==> config.mk <==
export PLATFORM = sky130hd
export DESIGN_NAME = prio_arb_lock_mux
export DESIGN_NICKNAME = d
export VERILOG_FILES = /design/src/rtl/prio_arb_lock_mux.sv
export SDC_FILE = /design/constraint.sdc
export NUM_CORES = 1
export LEC_CHECK = 0
export CORE_ASPECT_RATIO = 0.7
export CORE_UTILIZATION = 26
export DETAILED_ROUTE_END_ITERATION = 8
export PLACE_DENSITY = 0.9
export SYNTH_ARGS = -nofsm -noshare
export SYNTH_HDL_FRONTEND = slang
export SYNTH_SLANG_ARGS = --single-unit
==> constraint.sdc <==
create_clock -name clk -period 1.8 [get_ports clk]
set_input_delay 0.36 -clock clk [delete_from_list [all_inputs] [get_ports clk]]
set_output_delay 0.36 -clock clk [all_outputs]
set_load 0.01 [all_outputs]
==> src/rtl/prio_arb_lock_mux.sv <==
// Registered LSB-first fixed-priority arbiter that locks the grant for a whole
// multi-beat transaction and steers the owner's beats onto one valid/ready channel.
module prio_arb_lock_mux #(
    parameter int SIZE    = 4,
    parameter int DATA_W  = 32,
    parameter int ID_W    = $clog2(SIZE),
    parameter int TIMEOUT = 16
) (
    input  logic                   clk,
    input  logic                   rst,
    input  logic [SIZE-1:0]        req,
    input  logic [SIZE*DATA_W-1:0] req_data,
    input  logic [SIZE-1:0]        req_last,
    output logic [SIZE-1:0]        req_ready,
    output logic                   out_valid,
    input  logic                   out_ready,
    output logic [DATA_W-1:0]      out_data,
    output logic                   out_last,
    output logic [ID_W-1:0]        out_id,
    output logic [SIZE-1:0]        gnt,
    output logic                   busy,
    output logic                   abort
);

    localparam int CNT_W = $clog2(TIMEOUT + 1);

    typedef enum logic {
        IDLE,
        BUSY
    } state_t;

    state_t            state, state_next;
    logic [SIZE-1:0]   gnt_next;
    logic [ID_W-1:0]   owner, owner_next, pick;
    logic [CNT_W-1:0]  idle_cnt, cnt_next;
    logic              abort_next;
    logic              any_req;
    logic              owner_req;
    logic              owner_last;
    logic [DATA_W-1:0] data_arr [SIZE];

    for (genvar g = 0; g < SIZE; g++) begin : g_unpack
        assign data_arr[g] = req_data[g*DATA_W +: DATA_W];
    end

    // Descending scan so the lowest set index is the one left standing.
    always_comb begin
        pick    = '0;
        any_req = |req;
        for (int i = SIZE - 1; i >= 0; i--) begin
            if (req[i]) pick = ID_W'(i);
        end
    end

    assign owner_req  = req[owner];
    assign owner_last = req_last[owner];

    assign busy      = (state == BUSY);
    assign out_valid = busy & owner_req;
    assign out_last  = busy & owner_last;
    assign out_data  = data_arr[owner];
    assign out_id    = owner;
    // gnt is zero in IDLE, so this also blocks every ready outside BUSY.
    assign req_ready = gnt & {SIZE{out_ready}};

    always_comb begin
        // NOTE: every combinational output gets a default first so no path infers a latch.
        state_next = state;
        gnt_next   = gnt;
        owner_next = owner;
        cnt_next   = idle_cnt;
        abort_next = 1'b0;
        case (state)
            IDLE: begin
                if (any_req) begin
                    state_next = BUSY;
                    gnt_next   = SIZE'(1) << pick;
                    owner_next = pick;
                    cnt_next   = '0;
                end
            end
            BUSY: begin
                if (owner_req) begin
                    cnt_next = '0;
                    if (out_ready && owner_last) begin
                        state_next = IDLE;
                        gnt_next   = '0;
                    end
                end else if (idle_cnt == CNT_W'(TIMEOUT - 1)) begin
                    state_next = IDLE;
                    gnt_next   = '0;
                    cnt_next   = '0;
                    abort_next = 1'b1;
                end else begin
                    cnt_next = idle_cnt + CNT_W'(1);
                end
            end
            default: state_next = IDLE;
        endcase
    end

    // NOTE: sequential state uses non-blocking assignments only, so every flop samples pre-edge values.
    always_ff @(posedge clk) begin
        if (rst) begin
            state    <= IDLE;
            gnt      <= '0;
            owner    <= '0;
            idle_cnt <= '0;
            abort    <= 1'b0;
        end else begin
            state    <= state_next;
            gnt      <= gnt_next;
            owner    <= owner_next;
            idle_cnt <= cnt_next;
            abort    <= abort_next;
        end
    end

endmodule

==> impl_metrics.tcl <==
set metrics [dict create \
    outcome "finished, violations left" \
    violations "setup timing" \
    timing.hold.ws_ns 0.489 \
    synth_nets 261 \
    avgSynthCellArea_um2 11.9 \
    critical_path.max_fanout 5 \
    path_class "flip-flop to output pin" \
    slew_headroom_pct 79.0 \
    cts.path.max_buffers 2 \
    layout_min_cycle_time_ns 1.95 \
    ant_nets 0 \
    power.leakage_nw 1.41 \
    netlist_area_mm2 0.00144 \
    die_h_um 64.4 \
    gr-total-overflow 0 \
    dr.pass1.iters 4 \
    rsz0062_at_grt "yes" \
    grt_pass1_wl_um 11100 \
    gp_congestion 0.779 \
    finalSetupViolCount 35 \
    tns_ns -3.71 \
    cts_sinks 13 \
    wl_per_cell_um 18.9 \
    grt_antenna_before_repair 0 \
    p_per_area_mw_per_mm2 423 \
    layout-drive-gt1-share_pct 32.6 \
    num_vias 2034 \
    hold_viol_final 0 \
    cp-end-kind "output pin" \
    yosysTopAreaCell "mux4_2" \
    ir_worst_vdd_uv 289 \
    die_x_um 91.1 \
    finalCritPeriodShare_pct 108 \
    ys_top_cells_by_area "mux4_2 (53%), dfxtp_1 (18%), and2_1 (2.6%)" \
    nNetsFinal 466 \
    cts_hold_buf 0 \
    drc 0 \
    clock_skew_ns 0.00761 \
    boundaryPins 185 \
    portBuffers 184 \
    design.die.area_mm2 0.00586 \
    max_freq_mhz 513 \
    n_antenna_cell 0 \
    synth_warnings 0 \
    r2r-start "out_id[0]" \
    ys_seq_elements 13 \
    core_mm2 0.00529 \
    worstRegToRegCells 6 \
    grt_max_degree 26 \
    startpoint "out_id[0]" \
    first_global_vias 2142 \
    root_buffer "clkbuf_8" \
    cts_buffers 3 \
    start_util_pct 27.3 \
    clock_latency_ns 0.25 \
    via_per_inst 5.12 \
    clk_pin_slew_ns 0.06 \
    syn_inst 121 \
    synth_cell_types 30 \
    hp-start "gnt[1]" \
    htreeDepth 1 \
    arrival_ns 1.59 \
    area_growth_pct 157 \
    drtIter0Drc 94 \
    setup_ws_ns -0.150 \
    tightestPinTransition_ns 0.315 \
    hp-class "flip-flop to flip-flop" \
    synth_top_area_share_pct 53.0 \
    critPathLaunchType "flip-flop" \
    wirelength_um 7510 \
    hpwlAfterDp_um 6050 \
    crit_required_ns 1.44 \
    cts_tree "yes" \
    yosysSeqAreaShare_pct 18.0 \
    rows 22 \
    gr-usage-all-layers_pct 24.9 \
    whs_path_depth 2 \
    slew_violations 0 \
    cap_violations 0 \
]
cells by family (layout without fill, tap and decap cells):
logic type | after synthesis | count (layout) | share of synthesized area [%]
compound gates | 20 | 20 | 8.58
simple gates | 34 | 34 | 12.9
mux | 35 | 35 | 53.7
buf+inv | 17 | 221 | 5.29
flops | 13 | 13 | 18.0
xor+xnor | 1 | 1 | 0.607
fa+ha+maj | 1 | 1 | 0.866
area by class of cell:
class	instances	area, µm²
Fill cell	416	1570
Tap cell	72	90.1
Timing Repair Buffer	211	2170
Inverter	6	22.5
Clock buffer	4	45.0
Multi-Input combinational cell	91	1120
Sequential cell	13	265
cell usage after synthesis:
cell and instances:
o32ai_1 1, buf_2 4, nor2_1 9, mux4_2 34, a211oi_1 1, nor4_1 1
ha_1 1, buf_1 1, nand2_1 3, nand3_1 3, or3_1 1, and3b_1 2
xor2_1 1, nor3b_1 2, o21ai_0 5, nor2b_1 4, o22ai_1 1, o21ai_1 2
inv_1 6, mux2i_1 1, a31oi_1 2, dfxtp_1 13, nor3_1 2, nand4b_1 1
a21oi_1 6, clkbuf_1 5, buf_6 1, o221a_2 1, a31oi_2 1, and2_1 6
worst max-delay path: stages, from the launching register on:
cell	delay, ns
dfxtp_4	0.38
buf_12	0.14
mux4_2	0.54
and2_4	0.16
buf_6	0.12
path summary, 6_finish.rpt:
kind	endpoint	slack, ns
setup / recovery	out_valid	-0.15
hold / removal	gnt[1]	0.49
setup reg to reg	gnt[3]	0
hold reg to reg	gnt[1]	0.49
placed cells by master, fill, tap and decap left out, types with 2 or more instances in the layout:
cell,synthesis,layout
inv_1,6,6
nor3_1,2,2
dfxtp_1,13,11
mux4_2,34,34
buf_6,1,30
clkdlybuf4s50_1,0,144
o21ai_0,5,4
buf_12,0,4
nor2_1,9,9
and2_1,6,5
buf_2,4,7
nand3_1,3,3
nor2b_1,4,3
clkbuf_8,0,3
a21oi_1,6,6
buf_16,0,3
a31oi_1,2,2
dlygate4sd2_1,0,6
buf_4,0,16
nand2_1,3,3
o21ai_1,2,3
registers in the layout (all words and copies together), names as in the netlist:
signal and cells:
busy 1, idle_cnt 5, out_id 2, abort 1, gnt 4
metrics by stage:
stage | util, % | total power [mW] | setup WS [ns] | cells | cell area [µm²]
after floorplan | - | 0.638 | 0.0529 | 121 | 1440
after global placement | 66.1 | 1.21 | -0.534 | 385 | 3490
after detailed placement | 66.1 | 1.23 | -0.554 | 385 | 3490
after CTS | 68.1 | 1.52 | -0.156 | 396 | 3600
after global routing | 70.3 | 1.65 | -0.179 | 397 | 3720
final | 70.3 | 1.57 | -0.150 | 397 | 3720
per-layer routing:
layer	share of wire, %	track usage, %
met5	0	0
met4	1.2	5.75
met3	6.3	5.95
met2	54	45.6
met1	38	29.7
what timing repair did:
| item | CTS | global route |
|---|---|---|
| resized for setup | 169 | 24 |
| endpoints found under the setup margin | 44 | 43 |
| pin swaps | 2 | 4 |
| setup buffers | 4 | 1 |
| gates cloned | 3 | 1 |
report_power, final:
| part | switching [mW] | internal, mW | total, mW | leakage (nW) |
|---|---|---|---|---|
| Combinational | 0.313 | 0.678 | 0.991 | 1.28 |
| Sequential | 0.0137 | 0.299 | 0.313 | 0.107 |
| Clock | 0.113 | 0.157 | 0.269 | 0.0228 |
| Total | 0.439 | 1.13 | 1.57 | 1.41 |
Power figures use the tool's default switching activity.
